**src/rtl/fifo_pkg.sv**
```systemverilog
// Shared constants, cell load-select encoding and width helper for the io881 FIFOs.
package fifo_pkg;

    localparam int FIFO_WIDTH_DEFAULT = 8;
    localparam int FIFO_DEPTH_DEFAULT = 4;

    typedef enum logic [1:0] {
        SEL_HOLD  = 2'd0,
        SEL_SHIFT = 2'd1,
        SEL_LOAD  = 2'd2
    } cell_sel_e;

    // Width needed to represent 0..depth inclusive.
    function automatic int cw(input int depth);
        return $clog2(depth + 1);
    endfunction

endpackage

```
**src/rtl/fifo_chain_cell.sv**
```systemverilog
// One shift-register FIFO storage cell: data word plus occupancy flag.
module fifo_chain_cell
    import fifo_pkg::*;
#(
    parameter int WIDTH = FIFO_WIDTH_DEFAULT
) (
    input  logic             clk,
    input  logic             reset_n,
    input  logic             flush,
    input  cell_sel_e        sel,
    input  logic [WIDTH-1:0] next_data,
    input  logic             next_used,
    input  logic [WIDTH-1:0] d_in,
    output logic [WIDTH-1:0] data,
    output logic             used
);

    // Flush only drops occupancy; stale data is harmless once unused.
    always_ff @(posedge clk or negedge reset_n) begin
        if (!reset_n) begin
            data <= '0;
            used <= 1'b0;
        end else if (flush) begin
            used <= 1'b0;
        end else begin
            case (sel)
                SEL_SHIFT: begin
                    data <= next_data;
                    used <= next_used;
                end
                SEL_LOAD: begin
                    data <= d_in;
                    used <= 1'b1;
                end
                default: ;
            endcase
        end
    end

endmodule

```
**src/rtl/fifo_chain.sv**
```systemverilog
// Parametrised shift-register FIFO built from DEPTH fifo_chain_cell instances.
// Optional fill-level port enabled by defining FIFO_CHAIN_COUNT_EN.
module fifo_chain
    import fifo_pkg::*;
#(
    parameter int WIDTH = FIFO_WIDTH_DEFAULT,
    parameter int DEPTH = FIFO_DEPTH_DEFAULT
) (
    input  logic                    clk,
    input  logic                    reset_n,
    input  logic                    flush,
    input  logic [WIDTH-1:0]        d_in,
    input  logic                    d_in_strobe,
    output logic [WIDTH-1:0]        q_out,
    input  logic                    q_out_strobe,
    output logic                    empty,
    output logic                    full,
    output logic                    overflow,
`ifdef FIFO_CHAIN_COUNT_EN
    output logic                    underflow,
    output logic [cw(DEPTH)-1:0]    count
`else
    output logic                    underflow
`endif
);

    logic [WIDTH-1:0] cell_data [DEPTH];
    logic [DEPTH-1:0] used;
    logic             wr_req;
    logic             rd_req;
    logic             do_rd;
    logic             do_wr;

    assign empty = ~used[0];
    assign full  = used[DEPTH-1];
    assign q_out = cell_data[0];

    assign wr_req = d_in_strobe & ~flush;
    assign rd_req = q_out_strobe & ~flush;
    assign do_rd  = rd_req & used[0];
    // A pop frees a slot in the same cycle, so a full FIFO still accepts.
    assign do_wr  = wr_req & (~used[DEPTH-1] | do_rd);

    for (genvar i = 0; i < DEPTH; i++) begin : g_cell
        cell_sel_e        sel;
        logic [WIDTH-1:0] next_data;
        logic             next_used;
        logic             is_top;
        logic             is_slot;

        if (i == DEPTH - 1) begin : g_last
            assign next_data = '0;
            assign next_used = 1'b0;
            assign is_top    = used[i];
        end else begin : g_mid
            assign next_data = cell_data[i+1];
            assign next_used = used[i+1];
            assign is_top    = used[i] & ~used[i+1];
        end

        if (i == 0) begin : g_first
            assign is_slot = ~used[0];
        end else begin : g_rest
            assign is_slot = ~used[i] & used[i-1];
        end

        // On read+write the new word lands in the old highest-used cell after the shift.
        always_comb begin
            sel = SEL_HOLD;
            if (do_rd) begin
                sel = (do_wr && is_top) ? SEL_LOAD : SEL_SHIFT;
            end else if (do_wr && is_slot) begin
                sel = SEL_LOAD;
            end
        end

        fifo_chain_cell #(
            .WIDTH (WIDTH)
        ) u_cell (
            .clk       (clk),
            .reset_n   (reset_n),
            .flush     (flush),
            .sel       (sel),
            .next_data (next_data),
            .next_used (next_used),
            .d_in      (d_in),
            .data      (cell_data[i]),
            .used      (used[i])
        );
    end

    always_ff @(posedge clk or negedge reset_n) begin
        if (!reset_n) begin
            overflow  <= 1'b0;
            underflow <= 1'b0;
        end else if (flush) begin
            overflow  <= 1'b0;
            underflow <= 1'b0;
        end else begin
            if (wr_req && !do_wr) overflow  <= 1'b1;
            if (rd_req && !do_rd) underflow <= 1'b1;
        end
    end

`ifdef FIFO_CHAIN_COUNT_EN
    localparam int CW = cw(DEPTH);

    always_ff @(posedge clk or negedge reset_n) begin
        if (!reset_n) begin
            count <= '0;
        end else if (flush) begin
            count <= '0;
        end else if (do_wr && !do_rd) begin
            count <= count + CW'(1);
        end else if (do_rd && !do_wr) begin
            count <= count - CW'(1);
        end
    end
`endif

endmodule

```
**config.mk**
```make
export PLATFORM = sky130hd
export DESIGN_NAME = fifo_chain
export DESIGN_NICKNAME = d
export VERILOG_FILES = /design/src/rtl/fifo_pkg.sv /design/src/rtl/fifo_chain_cell.sv /design/src/rtl/fifo_chain.sv
export SDC_FILE = /design/constraint.sdc
export NUM_CORES = 1
export LEC_CHECK = 0
export ABC_AREA = 0
export BUFFER_PORTS_ARGS = -buffer_cell sky130_fd_sc_hd__buf_2
export CORE_MARGIN = 1
export CORE_UTILIZATION = 49
export DETAILED_ROUTE_END_ITERATION = 16
export PLACE_DENSITY = 0.67
export SETUP_SLACK_MARGIN = 0.4
export SLEW_MARGIN = 25
export SYNTH_ARGS = -nofsm -noshare
export SYNTH_HDL_FRONTEND = slang
export SYNTH_HIERARCHICAL = 1
export SYNTH_SLANG_ARGS = --single-unit
```
**constraint.sdc**
```tcl
create_clock -name clk -period 4.1 [get_ports clk]
set_clock_uncertainty 0.15 [all_clocks]
set_input_delay 0.41 -clock clk [delete_from_list [all_inputs] [get_ports clk]]
set_output_delay 0.41 -clock clk [all_outputs]
set_load 0.01 [all_outputs]
```
# Yosys cells after proc, flatten, opt, wreduce, memory -nomap -nowiden
# Index checks and enable logic that the tools add are counted.
op_classes:
  n_mux: 28
  bitwise: 13
  n_eq_ne: 8
  reduce_logical: 23
ops:
  columns: ["operator", "n"]
  rows:
  - ["one-hot mux 8 bit (2 select lines)", 4]
  - ["two-way mux 2 bit", 12]
  - ["nonzero test 2 bit", 6]
  - ["nonzero test 3 bit", 4]
  - ["== test 2 x 1 -> 1 bit (second input constant)", 4]
  - ["== test 2 bit (second input constant)", 4]
  - ["two-way mux 1 bit", 8]
  - ["one-hot mux 1 bit (2 select lines)", 4]
  - ["AND reduction 2 bit", 4]
  - ["AND 1 bit", 7]
  - ["logical AND 1 bit", 7]
  - ["NOT 1 bit", 5]
  - ["zero test 1 bit", 2]
  - ["bitwise OR 1 bit", 1]
totals:
  ff_bits: 38
  output_inout_bits: 12

# Logic depth before layout (Yosys ltp)
# Gate-level depths: netlist of the first run.
logic_depth:
  depth_word: 11
  ltp_mapped: 8
  mapped_depth_nobuf: 7

# By module
# Netlist of the first run, hierarchy kept.
by_module_without_submodules:
  columns: ["module", "cells_each", "instances", "area_per_inst_um2", "seq_area_each_um2"]
  rows:
  - ["fifo_chain_cell", 44, 4, 500.5, 225.2]
  - ["fifo_chain", 28, 1, 191.4, 50.0]

# Worst setup path after synthesis of the first run
# OpenSTA, ideal clock, no wires.
synth_path:
  path_kind: "register to register"
  startpoint: "reg g_cell[0].u_cell.used"
  endpoint: "reg g_cell[3].u_cell.data[0]"
  path_slack_ns: 2.113
  required_time_ns: 3.876
  n_path_buf: 1
  stages_incl_launch_ff: 9
  arrival_time_ns: 1.763
  setup_time_ns: 0.074
  cell_sequence: "dfrtp_1 > nand2_2 > or2_4 > a21oi_1 > inv_1 > ha_1 > or2_1 > buf_6 > o21ai_2"
synth_via:
  elab_chain_len: 9
  word_cells_on_any_way: 13
  classes_between: "2 x eq/ne; 4 x mux; 3 x bitwise; 4 x reduce/logical"
synth_rtl:
  columns: ["element", "line_no", "rtl"]
  rows:
  - ["from (decl)", "fifo_chain_cell.sv:15", "output logic used"]
  - ["from (signal assigned)", "fifo_chain_cell.sv:29", "used <= next_used;"]
  - ["AND 1 bit *", "fifo_chain.sv:40", "assign do_rd = rd_req & used[0];"]
  - ["bitwise OR 1 bit", "fifo_chain.sv:42", "assign do_wr = wr_req & (~used[DEPTH-1] | do_rd);"]
  - ["AND 1 bit", "fifo_chain.sv:42", null]
  - ["logical AND 1 bit", "fifo_chain.sv:71", "sel = (do_wr && is_top) ? SEL_LOAD : SEL_SHIFT;"]
  - ["two-way mux 2 bit", "fifo_chain.sv:71", null]
  - ["two-way mux 2 bit *", "fifo_chain.sv:70", "if (do_rd) begin"]
  - ["net g_cell[3].sel[0]", "fifo_chain.sv:45", "cell_sel_e sel;"]
  - ["== test 2 x 1 -> 1 bit / == test 2 bit (equally long branches)", "fifo_chain_cell.sv:26", "case (sel)"]
  - ["nonzero test 2 bit (no source line)", null, null]
  - ["AND reduction 2 bit (no source line)", null, null]
  - ["to (signal assigned)", "fifo_chain_cell.sv:28", "data <= next_data;"]
  - ["to (signal assigned)", "fifo_chain_cell.sv:32", "data <= d_in;"]
  - ["to (decl)", "fifo_chain_cell.sv:14", "output logic [WIDTH-1:0] data,"]
# The timed path passes the listed nets; every way through them passes the cells marked *.
# A chain may end at the register's enable or synchronous reset.

# Worst setup path in the final report of the first run
layout_path:
  startpoint: "reg g_cell[0].u_cell.used"
  endpoint: "reg g_cell[0].u_cell.data[7]"
layout_via:
  elab_chain_len: 9
  word_cells_on_any_way: 15
  classes_between: "2 x eq/ne; 4 x mux; 5 x bitwise; 4 x reduce/logical"
layout_rtl:
  columns: ["element", "line_no"]
  rows:
  - ["AND 1 bit", "fifo_chain.sv:40"]
  - ["bitwise OR 1 bit", "fifo_chain.sv:42"]
  - ["AND 1 bit", "fifo_chain.sv:42"]
  - ["logical AND 1 bit", "fifo_chain.sv:71"]
  - ["two-way mux 2 bit", "fifo_chain.sv:71"]
  - ["two-way mux 2 bit *", "fifo_chain.sv:70"]
  - ["net g_cell[0].sel[0]", "fifo_chain.sv:45"]
  - ["== test 2 x 1 -> 1 bit / == test 2 bit (equally long branches)", "fifo_chain_cell.sv:26"]
  - ["nonzero test 2 bit (no source line)", null]
  - ["AND reduction 2 bit (no source line)", null]
  - ["to (signal assigned)", "fifo_chain_cell.sv:28"]
  - ["to (signal assigned)", "fifo_chain_cell.sv:32"]
  - ["to (decl)", "fifo_chain_cell.sv:14"]
# Marks and branches as above.

==> results.yml, run 1 <==
yosys:
  mappedNetlistArea_sq_mm: 0.002193
  yosysWarningCount: 6
  netlist_top_cells_area: "sky130_fd_sc_hd__dfrtp_1 43%, sky130_fd_sc_hd__mux2i_1 17%, sky130_fd_sc_hd__o21ai_2 13%"
  avgSynthCellArea_sq_um: 10.75
  largest_area_contributor_in_the_synthesized_netlist: "sky130_fd_sc_hd__dfrtp_1"
  seq_area_frac_synth_pct: 43.35
  synth-seq-cells: 38
  synth_cell_types: 21
  netlist.area_leader.share_pct: 43.35
  syn-instance-count: 204
grt:
  globalRouteMet3Util_pct: 6.414
  first_global_vias: 1432
  globalRouteTotalUtil_pct: 19.90
  use_met1_pct: 27.36
  antenna_found_initial: 0
  global_route.usage.met2_pct: 29.98
  wire_length_of_the_first_global_routing_pass_mm: 6.831
  total_global_routing_overflow: 0
  maximum_number_of_pins_on_one_net_before_global_route_repair: 45
  grt-busiest-layer: "met2"
power_and_ir_drop:
  power-per-cell-area_mw_per_mm2: 390.7
  switchingPower_uw: 273.1
  p_clk_share_pct: 25.5
  sequentialPowerShare_pct: 51.5
  swShare_pct: 29.47
  power_report.internal_total_uw: 653.7
  combinationalPowerShare_pct: 23.0
  power.static_leakage_uw: 0.0009887
  ir_drop_mv: 0.1747
sta:
  setup_tns_final_ps: 0
  fmax_ghz: 0.4236
  final_period_util_pct: 57.58
  final_critical_path_setup_slack_ps: 1739
  worst_slew_pin_slew_ps: 842.6
  rsz0062_at_grt: "no"
  slew_violations: 0
  timing.final.crit_period_ps: 2361
  finalHoldViolCount: 0
  slew-limit-headroom_pct: 43.83
  worst_hold_slack_ps: 74.16
  setup_viol: 0
place:
  place.detailed.hpwl_mm: 2.780
  placement.setup.worst_slack_ps: 1470
  place_congestion: 0.7788
  port_buffers: 24
detailed_routing:
  avgViaCountPerCell: 5.185
  detail_route.drc_violations: 0
  avgRoutedWirePerCell_um: 13.67
  antenna_left: 0
  drt_wl_total_mm: 3.841
  first_pass_iters: 4
  initialDrtViolationCount: 40
  detailroute.via_count: 1457
critical_path:
  critPathKind: "reg -> reg"
  cp.arrival_ps: 2420
  critPathRequiredTime_ps: 4160
  endpoint_kind: "register"
  critical_path.max_fanout: 9
  worstSetupStartpointType: "register"
layout:
  finish.net_count: 252
  layout_commonest_cell: "sky130_fd_sc_hd__dfrtp_1"
  final_layout_size_suffix_gt1_share_pct: 27.71
  most-common-layout-cells: "38 x sky130_fd_sc_hd__dfrtp_1, 37 x sky130_fd_sc_hd__mux2i_1, 32 x sky130_fd_sc_hd__o21ai_0, 32 x sky130_fd_sc_hd__o21ai_2, 24 x sky130_fd_sc_hd__buf_2"
  insertedDiodeCount: 0
  area.growth.synth_to_final_pct: 8.158
die:
  io-pin-count: 25
  placementRows: 23
  die_boundary_height_um: 68.91
  die_w_um: 68.91
  initial_utilization_pct: 52.93
  core_sq_mm: 0.004144
  die_area_sq_mm: 0.004748
cts:
  setup_buffers_after_cts: 0
  cts_hold_repair.buffers: 0
  cts_buffers: 5
  tritoncts_num_sinks: 38
  path_clk_slew_ps: 70
  number_of_buffers_between_clock_root_and_the_deepest_sink: 2
  insertion_delay_of_the_later_clocked_pin_in_the_worst_skew_pair_ps: 280
  post_cts_resize_count: 0
  cts_root_buffer: "sky130_fd_sc_hd__clkbuf_8"
  h_tree_lvls: 2
  clock_tree_from_tritoncts: "done"
status:
  outcome: "finished clean"
run:
  cap_viol_max_count: 0
hold_path:
  min-delay-path-class: "in -> async"
-- power groups by stage --
| stage | logic [uW] | clock network, uW | registers, uW |
|---|---|---|---|
| after floorplan | 155 | 0 | 487 |
| after global placement | 211 | 0 | 484 |
| after detailed placement | 215 | 0 | 486 |
| after CTS | 216 | 243 | 479 |
| after global routing | 244 | 263 | 489 |
| final | 213 | 236 | 478 |
-- routing by layer --
metal | wire length, um | vias up | share of wire [%]
li1 | - | 763 | -
met1 | 2003 | 665 | 52
met2 | 1651 | 24 | 43
met3 | 148 | 5 | 3.9
met4 | 38 | 0 | 0.99
met5 | 0 | - | 0
-- registers in the layout, summed over array words and instances, names as in the netlist --
signal,flops
g_cell.u_cell/used,4
overflow,1
underflow,1
g_cell.u_cell/data,32
-- cells in the mapped netlist --
cell                        n
sky130_fd_sc_hd__dfrtp_1   38
sky130_fd_sc_hd__nand2_1    1
sky130_fd_sc_hd__nor2b_1    2
sky130_fd_sc_hd__buf_6      8
sky130_fd_sc_hd__conb_1     1
sky130_fd_sc_hd__o21ai_0   32
sky130_fd_sc_hd__or2_4      1
sky130_fd_sc_hd__a31oi_1    1
sky130_fd_sc_hd__buf_2      4
sky130_fd_sc_hd__ha_1       8
sky130_fd_sc_hd__or2_1      4
sky130_fd_sc_hd__nand3_1    1
sky130_fd_sc_hd__o21ai_2   32
sky130_fd_sc_hd__o22a_2     1
sky130_fd_sc_hd__inv_1     14
sky130_fd_sc_hd__nor2_1     3
sky130_fd_sc_hd__mux2i_1   37
sky130_fd_sc_hd__nor3_1     3
sky130_fd_sc_hd__nand2_2    1
sky130_fd_sc_hd__nand2b_1   1
sky130_fd_sc_hd__a21oi_1   11
-- per-stage QoR --
step / total power [uW] / std cells / utilization, % / instance area (sq um)
after global placement: 695.2 / 274 / 55.40 / 2296
after CTS: 938.0 / 281 / 57.25 / 2372
after floorplan: 642.5 / 212 / - / 2223
after global routing: 995.9 / 281 / 57.25 / 2372
after detailed placement: 701.7 / 274 / 55.40 / 2296
final: 926.8 / 281 / 57.25 / 2372
-- worst max-delay path, cell delays in order (launching register included) --
cell and delay (ps):
sky130_fd_sc_hd__dfrtp_1 440, sky130_fd_sc_hd__nand2_2 130, sky130_fd_sc_hd__or2_4 260, sky130_fd_sc_hd__a21oi_1 240, sky130_fd_sc_hd__inv_1 80, sky130_fd_sc_hd__ha_1 400
sky130_fd_sc_hd__or2_1 400, sky130_fd_sc_hd__o21ai_2 190
-- final cells by class --
class | count | area (sq um)
Tap cell | 50 | 62.56
Timing Repair Buffer | 24 | 120.1
Clock buffer | 7 | 76.32
Fill cell | 386 | 1772
Multi-Input combinational cell | 148 | 1110
Inverter | 14 | 52.55
Sequential cell | 38 | 950.9
-- kinds of logic after synthesis --
kind of cell,after synthesis,synth area share (%)
buffers and inverters,26,7.416
and+or+nand+nor,17,4.278
other,1,0.1710
DFF,38,43.35
muxes,37,16.89
adders and majority gates,8,4.564
AOI/OAI and AO/OA,77,23.33
-- worst paths after layout --
| kind | from | end | slack [ps] | depth (start not counted) |
|---|---|---|---|---|
| setup / recovery | g_cell[0].u_cell/used | g_cell[0].u_cell/data[7] | 1740 | 7 |
| hold / removal | reset_n | g_cell[0].u_cell/used | 70 | 1 |
| setup reg to reg | g_cell[0].u_cell/used | g_cell[0].u_cell/data[7] | 1740 | 7 |
| hold reg to reg | overflow | overflow | 340 | 2 |
| max in group asynchronous | reset_n | g_cell[2].u_cell/data[1] | 3200 | 1 |
| min in group clk | q_out_strobe | underflow | 300 | 3 |
No activity file was read; power rests on OpenSTA's default activity.
==> inputs of run 2 (changes only) <==
==> constraint.sdc (replaced) <==
create_clock -name clk -period 2.3 [get_ports clk]
set_clock_uncertainty 0.15 [all_clocks]
set_input_delay 0.23 -clock clk [delete_from_list [all_inputs] [get_ports clk]]
set_output_delay 0.23 -clock clk [all_outputs]
set_load 0.01 [all_outputs]
==> run 2 against run 1 <==
  * Combinational power rose by 110%
  * Count of clock-buffer cells in the layout did not move
  * Setup slack got worse by 1400 ps
  * Die area did not move
  * Worst hold slack improved by 61 ps
  * Clock power rose by 100%
  * Largest power group unchanged
==> results.yml, run 2 (synthesized netlist as in run 1, its figures left out) <==
status:
  outcome: "finished clean"
grt:
  globalRouteTotalUtil_pct: 23.43
  globalRouteMet3Util_pct: 4.276
  global_route.usage.met2_pct: 41.99
  maximum_number_of_pins_on_one_net_before_global_route_repair: 39
  grt-busiest-layer: "met2"
  wire_length_of_the_first_global_routing_pass_mm: 7.790
  use_met1_pct: 26.57
  first_global_vias: 1660
  antenna_found_initial: 0
  total_global_routing_overflow: 0
power_and_ir_drop:
  swShare_pct: 31.30
  switchingPower_uw: 562.0
  finalPower_uw: 1795
  power-per-cell-area_mw_per_mm2: 652.5
  sequentialPowerShare_pct: 48.2
  power.static_leakage_uw: 0.001142
  combinationalPowerShare_pct: 25.3
  p_clk_share_pct: 26.6
  power_report.internal_total_uw: 1233
  ir_drop_mv: 0.3814
cts:
  number_of_buffers_between_clock_root_and_the_deepest_sink: 2
  insertion_delay_of_the_later_clocked_pin_in_the_worst_skew_pair_ps: 290
  h_tree_lvls: 2
  cts_root_buffer: "sky130_fd_sc_hd__clkbuf_8"
  path_clk_slew_ps: 80
  clock_tree_from_tritoncts: "done"
  tritoncts_num_sinks: 38
  cts_buffers: 5
sta:
  final_critical_path_setup_slack_ps: 322.6
  setup_tns_final_ps: 0
  slew-limit-headroom_pct: 42.06
  worst_slew_pin_slew_ps: 869.1
  finalHoldViolCount: 0
  fmax_ghz: 0.5057
  final_period_util_pct: 85.97
  rsz0062_at_grt: "yes"
  setup_viol: 0
  slew_violations: 0
  timing.final.crit_period_ps: 1977
detailed_routing:
  avgViaCountPerCell: 5.554
  antenna_left: 0
  drt_wl_total_mm: 5.110
  detailroute.via_count: 1705
  avgRoutedWirePerCell_um: 16.64
  detail_route.drc_violations: 0
  initialDrtViolationCount: 60
  first_pass_iters: 4
layout:
  insertedDiodeCount: 0
  finish.net_count: 277
  final_layout_size_suffix_gt1_share_pct: 45.14
  postLayoutCoreUtil_pct: 66.39
  most-common-layout-cells: "37 x sky130_fd_sc_hd__mux2i_1, 36 x sky130_fd_sc_hd__dfrtp_1, 34 x sky130_fd_sc_hd__o21ai_2"
  design_area_sq_mm: 0.002751
  layout_commonest_cell: "sky130_fd_sc_hd__mux2i_1"
  top_regs: "g_cell.u_cell/data x32, g_cell.u_cell/used x4"
  seq_cell_area_sq_um: 953.4
  largest-register: "g_cell.u_cell/data"
  largest_register_ff_count: 32
  multiInputGateArea_sq_mm: 0.001274
  filler_cell_count: 313
  area.growth.synth_to_final_pct: 25.44
run:
  cap_viol_max_count: 0
die:
  placementRows: 23
  die_boundary_height_um: 68.91
  initial_utilization_pct: 52.93
  core_sq_mm: 0.004144
  die_w_um: 68.91
  die_area_sq_mm: 0.004748
  io-pin-count: 25
critical_path:
  critPathKind: "reg -> reg"
  cp.arrival_ps: 2050
  endpoint_kind: "register"
  critPathRequiredTime_ps: 2370
  worstSetupStartpointType: "register"
  critical_path.max_fanout: 8
place:
  port_buffers: 24
  placement.setup.worst_slack_ps: 30.93
  place_congestion: 0.7211
  dpl_cell_area_sq_mm: 0.002379
  place.detailed.hpwl_mm: 3.384
hold_path:
  min-delay-path-class: "in -> reg"
[run 2: changes by cell type in the layout (fill, tap and decap cells not counted), moves of 4 or more]
cell	delta
sky130_fd_sc_hd__o21ai_1	+13
sky130_fd_sc_hd__a21oi_4	+5
sky130_fd_sc_hd__ha_4	+4
sky130_fd_sc_hd__a21oi_1	-6
sky130_fd_sc_hd__buf_4	+19
sky130_fd_sc_hd__inv_1	-4
sky130_fd_sc_hd__inv_2	+4
sky130_fd_sc_hd__o21ai_0	-15
sky130_fd_sc_hd__ha_1	-4
[run 2: what timing repair did]
action,4_1_cts,5_1_grt
buffers inserted,11,10
resized for setup,17,29
gates cloned,0,0
endpoints found under the setup margin,32,35
hold endpoints to repair,38,0
pin swaps,11,15
hold buffers,1,0
[run 2: layout make-up]
cell class                      instances  share of cell area [%]
Multi-Input combinational cell        148                   46.29
Sequential cell                        38                   34.65
Timing Repair Buffer                   49                   11.55
Clock buffer                            7                   3.138
Tap cell                               50                   2.274
Inverter                               14                   1.910
Clock inverter                          1                  0.1819
[run 2: layer usage]
layer / vias up / wire (um)
met5: - / 0
met2: 33 / 2715
met1: 848 / 2183
met4: 0 / 53
li1: 818 / -
met3: 6 / 158
[run 2: critical path: stages, from the launching register on]
cell                      delay [ps]
sky130_fd_sc_hd__dfrtp_1         390
sky130_fd_sc_hd__nand2_2         100
sky130_fd_sc_hd__buf_4           140
sky130_fd_sc_hd__mux2i_1         130
sky130_fd_sc_hd__nor3_2          220
sky130_fd_sc_hd__ha_4            270
sky130_fd_sc_hd__or2_1           250
sky130_fd_sc_hd__buf_6           150
sky130_fd_sc_hd__o21ai_2         110
[run 2: final timing paths]
path / cells after the start / slack (ps) / to / startpoint
max: 8 / 320 / g_cell[2].u_cell/data[3] / g_cell[0].u_cell/used
min: 3 / 130 / g_cell[1].u_cell/data[0] / d_in[0]
max reg2reg: 8 / 320 / g_cell[2].u_cell/data[3] / g_cell[0].u_cell/used
min reg2reg: 2 / 340 / g_cell[1].u_cell/data[1] / g_cell[1].u_cell/data[1]
max in group asynchronous: 2 / 980 / g_cell[3].u_cell/used / reset_n
min in group asynchronous: 2 / 430 / g_cell[3].u_cell/data[0] / reset_n
[run 2: metrics by stage]
step | hold slack (ps) | cells
floorplan | -215.6 | 212
global placement | 218.9 | 277
detailed placement | 228.4 | 277
CTS | 95.95 | 297
global route | 133.5 | 307
finish | 135.0 | 307
[run 2: power by group through the flow]
stage          clock network, uW  registers (uW)  logic (uW)
2_1_floorplan                  0             869         283
3_3_place_gp                   0             868         393
3_5_place_dp                   0             872         416
4_1_cts                      486             860         432
5_1_grt                      514             881         506
6_report                     477             865         453
